==> config.mk <==
export PLATFORM = sky130hd
export DESIGN_NAME = tt_um_pwm_capture
export DESIGN_NICKNAME = d
export VERILOG_FILES = /design/src/rtl/tt_um_pwm_capture.sv
export SDC_FILE = /design/constraint.sdc
export NUM_CORES = 1
export LEC_CHECK = 0
export ABC_AREA = 1
export BUFFER_PORTS_ARGS = -buffer_cell sky130_fd_sc_hd__buf_2
export CAP_MARGIN = 20
export CELL_PAD_IN_SITES_DETAIL_PLACEMENT = 1
export CELL_PAD_IN_SITES_GLOBAL_PLACEMENT = 2
export CORE_UTILIZATION = 36
export DETAILED_ROUTE_END_ITERATION = 10
export GPL_TIMING_DRIVEN = 0
export PLACE_DENSITY = 0.82
export SYNTH_ARGS = -nofsm -noshare
export SYNTH_HDL_FRONTEND = slang
export SYNTH_SLANG_ARGS = --single-unit
export TNS_END_PERCENT = 100
==> constraint.sdc <==
create_clock -name clk -period 3.5 [get_ports clk]
set_clock_uncertainty 0.05 [all_clocks]
set_input_delay 0.35 -clock clk [delete_from_list [all_inputs] [get_ports clk]]
set_output_delay 0.35 -clock clk [all_outputs]
set_load 0.02 [all_outputs]
==> src/rtl/tt_um_pwm_capture.sv <==
// PWM capture/decoder tile.
// Samples a PWM waveform on ui_in[0], measures high time and period in
// prescaled ticks, and presents the recovered 8-bit duty on uo_out.
// A constant-low or constant-high input times out and reads as 0 / 255.
//
// Ports:
//   clk      clock
//   rst_n    asynchronous reset, active-high (historical name)
//   ena      enable; low synchronously clears all state
//   ui_in    [0] PWM input (asynchronous), [7:1] unused
//   uo_out   latched duty (high ticks per period, saturated at 255)
//   uio_in   unused
//   uio_out  {meas_cnt[3:0], period_ok, level, timeout, valid}
//   uio_oe   constant 8'hFF
module tt_um_pwm_capture #(
    parameter int unsigned PRESCALE = 19,
    parameter int unsigned TIMEOUT  = 511
) (
    input  logic       clk,
    input  logic       rst_n,
    input  logic       ena,
    input  logic [7:0] ui_in,
    output logic [7:0] uo_out,
    input  logic [7:0] uio_in,
    output logic [7:0] uio_out,
    output logic [7:0] uio_oe
);

    localparam int unsigned PCNT_W = (PRESCALE < 1) ? 1 : $clog2(PRESCALE + 1);
    localparam int unsigned PER_W  = 10;
    localparam int unsigned HI_W   = 9;
    localparam int unsigned CNT_W  = 4;

    typedef enum logic [1:0] {
        IDLE    = 2'd0,
        MEASURE = 2'd1,
        STUCK   = 2'd2
    } state_t;

    state_t             state;
    state_t             state_nxt;

    logic               s1;
    logic               s2;
    logic               s3;
    logic [PCNT_W-1:0]  pcnt;
    logic [PER_W-1:0]   per_cnt;
    logic [PER_W-1:0]   per_nxt;
    logic [HI_W-1:0]    hi_cnt;
    logic [HI_W-1:0]    hi_nxt;
    logic [7:0]         duty;
    logic [7:0]         duty_nxt;
    logic               valid;
    logic               valid_nxt;
    logic               timeout;
    logic               timeout_nxt;
    logic               period_ok;
    logic               period_ok_nxt;
    logic [CNT_W-1:0]   meas_cnt;
    logic [CNT_W-1:0]   meas_cnt_nxt;

    logic               rise;
    logic               tick;
    logic [PER_W-1:0]   per_inc;
    logic [PER_W-1:0]   restart_val;
    logic               hit_timeout;
    logic               unused_inputs;

    assign unused_inputs = &{1'b0, ui_in[7:1], uio_in};

    assign rise = s2 & ~s3;
    assign tick = (pcnt == PCNT_W'(PRESCALE));

    // Saturating period increment; reaching TIMEOUT on a tick is the time-out event.
    assign per_inc     = (per_cnt != PER_W'(TIMEOUT)) ? per_cnt + PER_W'(1) : per_cnt;
    assign hit_timeout = tick && (per_inc == PER_W'(TIMEOUT));
    // A tick coinciding with the rise belongs to the new period.
    assign restart_val = tick ? PER_W'(1) : PER_W'(0);

    // Next-state and next-output logic.
    always_comb begin
        state_nxt     = state;
        per_nxt       = per_cnt;
        hi_nxt        = hi_cnt;
        duty_nxt      = duty;
        valid_nxt     = valid;
        timeout_nxt   = timeout;
        period_ok_nxt = period_ok;
        meas_cnt_nxt  = meas_cnt;

        case (state)
            IDLE: begin
                if (tick) begin
                    per_nxt = per_inc;
                end
                if (rise) begin
                    state_nxt = MEASURE;
                    per_nxt   = restart_val;
                    hi_nxt    = HI_W'(restart_val);
                end else if (hit_timeout) begin
                    state_nxt = STUCK;
                end
            end

            MEASURE: begin
                if (tick) begin
                    per_nxt = per_inc;
                    if (s2 && (hi_cnt != HI_W'(256))) begin
                        hi_nxt = hi_cnt + HI_W'(1);
                    end
                end
                if (rise) begin
                    duty_nxt      = hi_cnt[8] ? 8'hFF : hi_cnt[7:0];
                    period_ok_nxt = (per_cnt == PER_W'(256));
                    valid_nxt     = 1'b1;
                    timeout_nxt   = 1'b0;
                    meas_cnt_nxt  = meas_cnt + CNT_W'(1);
                    per_nxt       = restart_val;
                    hi_nxt        = HI_W'(restart_val);
                end else if (hit_timeout) begin
                    state_nxt = STUCK;
                end
            end

            STUCK: begin
                // On the leaving rise duty/timeout are held until the next latch.
                if (rise) begin
                    state_nxt = MEASURE;
                    per_nxt   = restart_val;
                    hi_nxt    = HI_W'(restart_val);
                end else begin
                    duty_nxt      = s2 ? 8'hFF : 8'h00;
                    timeout_nxt   = 1'b1;
                    valid_nxt     = 1'b1;
                    period_ok_nxt = 1'b0;
                end
            end

            default: begin
                state_nxt = IDLE;
            end
        endcase
    end

    // State, synchronizer, prescaler and result registers.
    always_ff @(posedge clk or posedge rst_n) begin
        if (rst_n) begin
            state     <= IDLE;
            s1        <= 1'b0;
            s2        <= 1'b0;
            s3        <= 1'b0;
            pcnt      <= '0;
            per_cnt   <= '0;
            hi_cnt    <= '0;
            duty      <= '0;
            valid     <= 1'b0;
            timeout   <= 1'b0;
            period_ok <= 1'b0;
            meas_cnt  <= '0;
        end else if (!ena) begin
            state     <= IDLE;
            s1        <= 1'b0;
            s2        <= 1'b0;
            s3        <= 1'b0;
            pcnt      <= '0;
            per_cnt   <= '0;
            hi_cnt    <= '0;
            duty      <= '0;
            valid     <= 1'b0;
            timeout   <= 1'b0;
            period_ok <= 1'b0;
            meas_cnt  <= '0;
        end else begin
            state     <= state_nxt;
            s1        <= ui_in[0];
            s2        <= s1;
            s3        <= s2;
            pcnt      <= tick ? '0 : pcnt + PCNT_W'(1);
            per_cnt   <= per_nxt;
            hi_cnt    <= hi_nxt;
            duty      <= duty_nxt;
            valid     <= valid_nxt;
            timeout   <= timeout_nxt;
            period_ok <= period_ok_nxt;
            meas_cnt  <= meas_cnt_nxt;
        end
    end

    assign uo_out  = duty;
    assign uio_out = {meas_cnt, period_ok, s2, timeout, valid};
    assign uio_oe  = 8'hFF;

endmodule

### Yosys cells after proc, flatten, opt, wreduce, memory -nomap -nowiden

Index checks and enable logic that the tools add are counted.

* bits of input ports: 19
* register bits after elaboration: 44

* muxes and demuxes: 44
* reductions and logical operators: 10
* add/subtract/negate cells: 4
* eq/ne operators: 20
* bitwise logic cells: 2

Operator list (number)
* $mux W10: 5
* $mux W9: 5
* $mux W8: 5
* $eq A10 B9 Y1 const B: 2
* $pmux W10 S2: 1
* $pmux W9 S2: 1
* $pmux W8 S2: 1
* $mux W1: 12
* $mux W4: 3
* $ne A3 B3 Y1 const B: 4
* $add A10 B1 Y10 const B: 1
* $mux W2: 5
* $mux W5: 2
* $ne A10 B9 Y1 const B: 1
* $add A9 B1 Y9 const B: 1
* $ne A3 B2 Y1 const B: 3
* $ne A9 B9 Y1 const B: 1
* $ne A4 B4 Y1 const B: 2
* $pmux W1 S2: 3
* $pmux W2 S3: 1
* $reduce_and A3 Y1: 2
* $add A5 B1 Y5 const B: 1
* $eq A5 B5 Y1 const B: 1
* $add A4 B1 Y4 const B: 1
* other kinds (12): 16

### Depth between registers and ports, before layout

Gate-level depths: netlist (run 1).

* depth after elaboration: 8
* gate-level depth with buffers: 13
* depth with buffers taken out: 13

### Least setup slack after synthesis (run 1)

No wires, ideal clock.

* path kind: flip-flop to flip-flop
* start point: reg per_cnt[0]
* end point: reg state[0]
* stages on the path, launching flop included: 13
* path slack: 1920 ps
* data arrival time: 1409 ps
* setup time: 121 ps
* cell sequence: dfrtp_1 -> ha_1 -> nand2_2 -> nor2_4 -> nand2_1 -> o21ai_2 -> nand3_1 -> nor2_1 -> nand2_1 -> nand2_1 -> nand2_1 -> nand2_1 -> nand2_1

* word-level cells in the longest chain between the ends: 8
* elaborated cells on any way between the ends: 10

Ends and longest elaborated chain
* start: declaration: line 47 `logic [PER_W-1:0] per_cnt;`
* start signal: assignment: line 179 `per_cnt <= per_nxt;`
* $add A10 B1 Y10 or $ne A10 B9 Y1 (tied branches): line 75 `assign per_inc = (per_cnt != PER_W'(TIMEOUT)) ? per_cnt + PER_W'(1) : per_cnt;`
* $mux W10 (*): line 75
* $eq A10 B9 Y1 (*): line 76 `assign hit_timeout = tick && (per_inc == PER_W'(TIMEOUT));`
* $logic_and A1 B1 Y1 (*): line 76
* $mux W2 (*)
* $mux W2 (on tied branches)
* $pmux W2 S3 (*)
* $mux W2 (*)
* end signal: assignment: line 174 `state <= state_nxt;`
* end: declaration: line 40 `state_t state;`

Mark *: on every way between the ends. The rest lies on a longest branch, timed or not. The select of a mux whose other input is x is not followed.
A chain may end at the register's enable or synchronous reset.

### Worst setup path after layout (run 1)

* start point: reg state[0]
* end point: reg duty[3] (netlist: uo_out[3])

* word-level cells in the longest chain between the ends: 3
* elaborated cells on any way between the ends: 8

Ends and longest elaborated chain
* $eq A2 B2 Y1 or $eq A2 B1 Y1 (tied branches): line 91 `case (state)`
* $ne A3 B1 Y1 (no source line) (tied with other cells)
* $reduce_and A3 Y1 (no source line) or $mux W8 (tied branches)
* end signal: assignment: line 181 `duty <= duty_nxt;`
* end: declaration: line 51 `logic [7:0] duty;`

Parallel ways exist; a longest one is shown, timed or not.

==> results of run 1 <==
worst min-delay path by stage:
stage	start	to
finish	rst_n	s2
global route	rst_n	uo_out[7]
CTS	rst_n	uo_out[7]
detailed placement	rst_n	per_cnt[8]
global placement	s1	s2
floorplan	s1	s2
cell families after synthesis:
group           after synthesis
flops                        44
fa+ha+maj                     6
xor+xnor                     12
buf+inv                      66
compound gates               44
other cells                   1
simple gates                160
layout by cell type (no fill, tap or decap), types with 8 or more instances in the layout:
master	instances
nand2_1	59
inv_1	35
buf_4	13
nor3_1	16
o21ai_0	9
nor2_1	20
o21ai_1	16
xor2_1	9
nand3_1	33
nand4_1	11
inv_2	11
dfrtp_1	44
buf_2	21
o22ai_1	8
conb_1	8
metal layers:
| metal | share of wire | wire length [microns] | up-vias |
|---|---|---|---|
| li1 | - | - | 1155 |
| met1 | 0.50 | 3430 | 1124 |
| met2 | 0.44 | 3010 | 44 |
| met3 | 0.045 | 307 | 9 |
| met4 | 0.010 | 69 | 0 |
| met5 | 0 | 0 | - |
state kept, by name, indices dropped and copies added, names as in the netlist:
name / cells
pcnt: 5
s2: 1
period_ok: 1
s1: 1
valid: 1
state: 2
meas_cnt: 4
s3: 1
uo_out: 8
timeout: 1
per_cnt: 10
hi_cnt: 9
power by group:
part           internal, mW  switching [mW]  leakage, nW
Sequential            0.518          0.0110        0.608
Combinational        0.0437          0.0854        0.750
Clock                 0.142           0.196       0.0404
final cells by class:
type / instances / share of cell area
Clock buffer: 5 / 0.0227
Multi-Input combinational cell: 230 / 0.423
Sequential cell: 44 / 0.363
Buffer: 20 / 0.0467
Inverter: 46 / 0.0570
Tap cell: 99 / 0.0409
Timing Repair Buffer: 20 / 0.0380
Clock inverter: 3 / 0.00785
stage by stage:
step                power [mW]  worst slack, ns   util  hold slack (ns)
floorplan                0.636             1.92      -            0.363
detailed placement       0.670             1.64  0.407            0.353
global placement         0.665             1.37  0.404            0.375
CTS                       1.01             1.63  0.420           0.0133
finish                   0.996             1.65  0.420         0.000288
global route              1.04             1.45  0.420           0.0420
==> out/metrics.cfg, run 1 <==
[grt]
antenna_found_initial = 0
first_global_vias = 2283
grt_pass1_wl_microns = 11400
met2_usage = 0.297
grt_max_degree = 25
track_usage = 0.193
grt.busiest_layer = met2
grt_use_met3 = 0.0368
use_met1 = 0.278
gr-total-overflow = 0

[setup_path]
ff2ff_path_depth = 9
critPathCaptureType = register
worstPathCellList = buf_4, inv_2, nor2_2, inv_1, nor3_2, inv_1, nand2_1, o21ai_2, o21ai_1
startpoint = state[0]
critPathRequiredTime_ns = 3.69
reg2reg_from = state[0]
critPathLaunchType = register
arrival_ns = 2.04
r2r_end = uo_out[3]
crit_end = uo_out[3]
worstSetupPathType = reg -> reg
rrSetupSlack_ns = 1.65
cp.depth = 9
critPathTopFamily = simple AND/OR/NAND/NOR gates
path_max_fanout = 8
max_stage_delay_ns = 0.33
worst-path-buf-inv = 4
crit_path_frequent_cell = inv_1
slowest_stage = dfrtp_1

[detailed_routing]
vias = 2332
drc = 0
routed_wl_microns = 6820
drt-wirelength-per-cell_microns = 14.6
drt_iter0_drc = 85
drtPass1Iterations = 4
antenna_left = 0
drt-vias-per-instance = 4.99

[yosys]
synth_compound_area_frac = 0.0984
yosysWarnings = 0
synth_top_cell_by_area = dfrtp_1
synth_top_area_frac = 0.412
ys_types = 39
synth-main-ff-cell = dfrtp_1
async_flop_share = 1.00
synth_xor_area_frac = 0.0393
synth_top_family_by_area = simple AND/OR/NAND/NOR gates
synth_most_common_cell = nand2_1
synth-edff-count = 0
yosysSeqAreaShare = 0.412
synth_area_sq_mm = 0.00267
synthTopCellsByCount = 59 x nand2_1, 44 x dfrtp_1, 36 x inv_1
synth_cells = 333
yosys.area_share.adder = 0.0281
synthMuxAreaShare = 0
yosys.area_share.simple = 0.303
synth-seq-cells = 44
synthTopCellsByArea = dfrtp_1 41%, nand2_1 8.3%, nand3_1 6.2%
syn_avg_cell_area_sq_um = 8.02

[clocking]
cts_root_buffer = clkbuf_8
clk_latency_ns = 0.31
clk_pin_slew_ns = 0.10
cts.sinks = 44
post_cts_resized = 0
h-tree-depth = 2
cts_tree = done
holdBufCountCts = 0
cts_inserted_buffers = 5
post-cts-setup-buffers = 0
clock_path_buffers = 2

[placed_design]
placed_area_sq_mm = 0.00294
gp_congestion = 0.845
hpwl_microns = 5230
io_buffers = 19
post-place-cells = 459

[die]
die_area_sq_mm = 0.00777
initial_utilization = 0.370
io_pins = 43
rows = 31
fp.dieW_microns = 88.1
core-area_sq_mm = 0.00721
die_h_microns = 88.1

[timing]
fmax_ghz = 0.539
worst_pin_slew_ns = 0.589
setup_viol = 0
slew-limit-headroom = 0.608
fin_tns_setup_ns = 0
slew_violations = 0
hold_viol_final = 0
fin_crit_ns = 1.85
period_share = 0.530
rsz0062_at_grt = no

[power]
p_leak_nw = 1.40
peakVddDrop_mv = 0.113
powerDensity_mw_per_mm2 = 329

[finish]
layout.cells.non_filler = 467
multi_input_comb_area_sq_mm = 0.00128
syn_to_final_growth_pct = 13.4
fillers = 919
final_nets = 392
fin_area_sq_mm = 0.00303
ff_latch_area_sq_mm = 0.00110
num_antenna_cells = 0
layout-drive-gt1-share = 0.212

[flow_run]
maxCapViolCount = 0

[run_status]
outcome = finished clean

[worst_hold_path]
hp-class = in -> async

(Power assumes the default switching activity.)
==> run 2: changes to the inputs <==
- CORE_UTILIZATION: 36 -> 30
- PLACE_DENSITY: 0.82 -> 0.72
- clock period: 3.5 -> 1.6 ns (I/O delays scaled with it)
==> run 2 against run 1 <==
  * The run now ends with negative setup slack left
  * Sequential power up 120%
  * Critical path depth unchanged
  * Non-clock buffer count up 49
  * Core utilization up 1.7 points
  * Routed wire length up 25%
  * Sequential share of layout area down 7.2 points
  * Critical path type unchanged
==> out/metrics.cfg, run 2 (synthesis gave the netlist of run 1 again) <==
[finish]
syn_to_final_growth_pct = 41.9
fin_util = 0.437  ; +0.0168
layout_commonest_cell = buf_4
most-common-layout-cells = 52 x buf_4, 49 x nand2_1, 41 x dfrtp_1, 28 x inv_1, 27 x nand3_1
layout-drive-gt1-share = 0.428  ; +0.216
fin_area_sq_mm = 0.00379  ; +25%
top_register = per_cnt
final_nets = 442  ; +13%
num_antenna_cells = 0  ; unchanged
largest_reg_flops = 10  ; unchanged

[timing]
period_share = 1.15  ; +0.620
setup_viol = 10  ; +10
fin_crit_ns = 1.84  ; -0.0147 ns
rsz0062_at_grt = yes
slew-limit-headroom = 0.599  ; -0.00875
hold_viol_final = 0  ; unchanged
worst_pin_slew_ns = 0.602  ; +0.0131 ns
slew_violations = 0  ; unchanged
holdWs_ns = 0.0740  ; +0.0737 ns
fin_tns_setup_ns = -1.08  ; -1.08 ns
fmax_ghz = 0.544  ; +0.80%
fin_ws_ns = -0.239  ; -1.89 ns

[detailed_routing]
drtPass1Iterations = 4  ; unchanged
drc = 0  ; unchanged
routed_wl_microns = 8500  ; +25%
vias = 2574  ; +10%
antenna_left = 0  ; unchanged
drt-wirelength-per-cell_microns = 16.2  ; +11%
drt-vias-per-instance = 4.89  ; -2.0%
drt_iter0_drc = 73  ; -14%

[flow_run]
maxCapViolCount = 0  ; unchanged

[placed_design]
hpwl_microns = 5440  ; +3.9%
placed_area_sq_mm = 0.00295  ; +0.38%
gp_congestion = 0.806  ; -4.5%
io_buffers = 19  ; unchanged
place_ws_ns = -0.346  ; -1.98 ns

[setup_path]
critPathRequiredTime_ns = 1.74  ; -1.95 ns
rrSetupSlack_ns = -0.24  ; -1.89 ns
critPathCaptureType = register
max_stage_delay_ns = 0.43  ; +0.10 ns
arrival_ns = 1.98  ; -0.06 ns
path_max_fanout = 5  ; -3
critPathLaunchType = register
crit_path_frequent_cell = nand2_2
worst-path-buf-inv = 1  ; -3
worstPathCellList = ha_4, nand2_2, nor2_4, nand3_2, nand2_1, nand2_2, buf_4, o311ai_1, o21ai_1
worstSetupPathType = reg -> reg
slowest_stage = dfrtp_1
critPathTopFamily = simple AND/OR/NAND/NOR gates

[clocking]
h-tree-depth = 2  ; unchanged
clk_pin_slew_ns = 0.10  ; about the same
clk_latency_ns = 0.31  ; about the same
cts_root_buffer = clkbuf_8
clock_path_buffers = 2  ; unchanged
cts.sinks = 44  ; unchanged
cts_tree = done
cts_inserted_buffers = 5  ; unchanged

[die]
core-area_sq_mm = 0.00868  ; +20%
rows = 34  ; +9.7%
io_pins = 43  ; unchanged
initial_utilization = 0.308  ; -0.0625
die_area_sq_mm = 0.00929  ; +20%
die_h_microns = 96.4  ; +9.3%
fp.dieW_microns = 96.4  ; +9.3%

[grt]
track_usage = 0.186  ; -0.00700
antenna_found_initial = 0  ; unchanged
gr-total-overflow = 0  ; unchanged
grt_pass1_wl_microns = 13000  ; +15%
grt_max_degree = 24  ; -4.0%
first_global_vias = 2504  ; +9.7%

[power]
powerDensity_mw_per_mm2 = 663  ; +100%
peakVddDrop_mv = 0.327  ; +190%
p_leak_nw = 1.70  ; +22%

[run_status]
outcome = finished, violations left
violations = negative setup slack

[worst_hold_path]
hp-class = in -> reg

==> run 2: changes by cell type in the layout (fill, tap and decap cells not counted), sizes merged <==
cell         before  now
buf              38   85
bufinv            0    1
clkinv            1    2
clkinvlp          2    0
dlygate4sd3       0    2
nand3            34   35
==> run 2: repair_timing <==
item | 4_1_cts | 5_1_grt
hold buffers | 2 | 0
pin swaps | 21 | 33
endpoints found under the hold margin | 22 | 0
setup buffers | 22 | 24
resized for setup | 50 | 44
setup endpoints to repair | 34 | 33
cloned | 2 | 0
==> run 2: layout make-up <==
cell class / count / area, sq um
fillers: 1055 / 4890
clock buffers: 5 / 68.8
clock inverters: 3 / 47.5
plain buffers: 20 / 155
inverters: 46 / 183
well taps: 108 / 135
repair buffers: 69 / 518
multi-input cells: 231 / 1580
flip-flops and latches: 44 / 1100
==> run 2: worst min-delay path: cells and delay by family <==
kind | cells | cell delay [ns]
buffers and inverters | 2 | 0.17
and+or+nand+nor | 1 | 0.08
==> run 2: metal layers <==
layer | vias to the layer above | track usage | share of wire
li1 | 1261 | - | -
met1 | 1267 | 0.260 | 0.48
met2 | 36 | 0.306 | 0.49
met3 | 10 | 0.0213 | 0.023
met4 | 0 | 0.0441 | 0.011
met5 | - | 0 | 0
==> run 2: worst paths after layout <==
kind	startpoint	end	depth (start not counted)
min	ena	s3	3
max	per_cnt[0]	per_cnt[0]	9
max reg2reg	per_cnt[0]	per_cnt[0]	9
min in group asynchronous	rst_n	per_cnt[2]	3
max in group asynchronous	rst_n	s2	4
min reg2reg	s1	s2	2
==> run 2: power by group <==
| group | total (mW) | internal [mW] | switching [mW] |
|---|---|---|---|
| Sequential | 1.16 | 1.13 | 0.0267 |
| Combinational | 0.431 | 0.180 | 0.251 |
| Clock | 0.922 | 0.471 | 0.451 |
| Total | 2.51 | 1.79 | 0.729 |
==> run 2: through the flow <==
step           power (mW)  std cells
2_1_floorplan        1.39        340
3_3_place_gp         1.46        467
3_5_place_dp         1.47        468
4_1_cts              2.47        502
5_1_grt              2.62        526
6_report             2.51        526
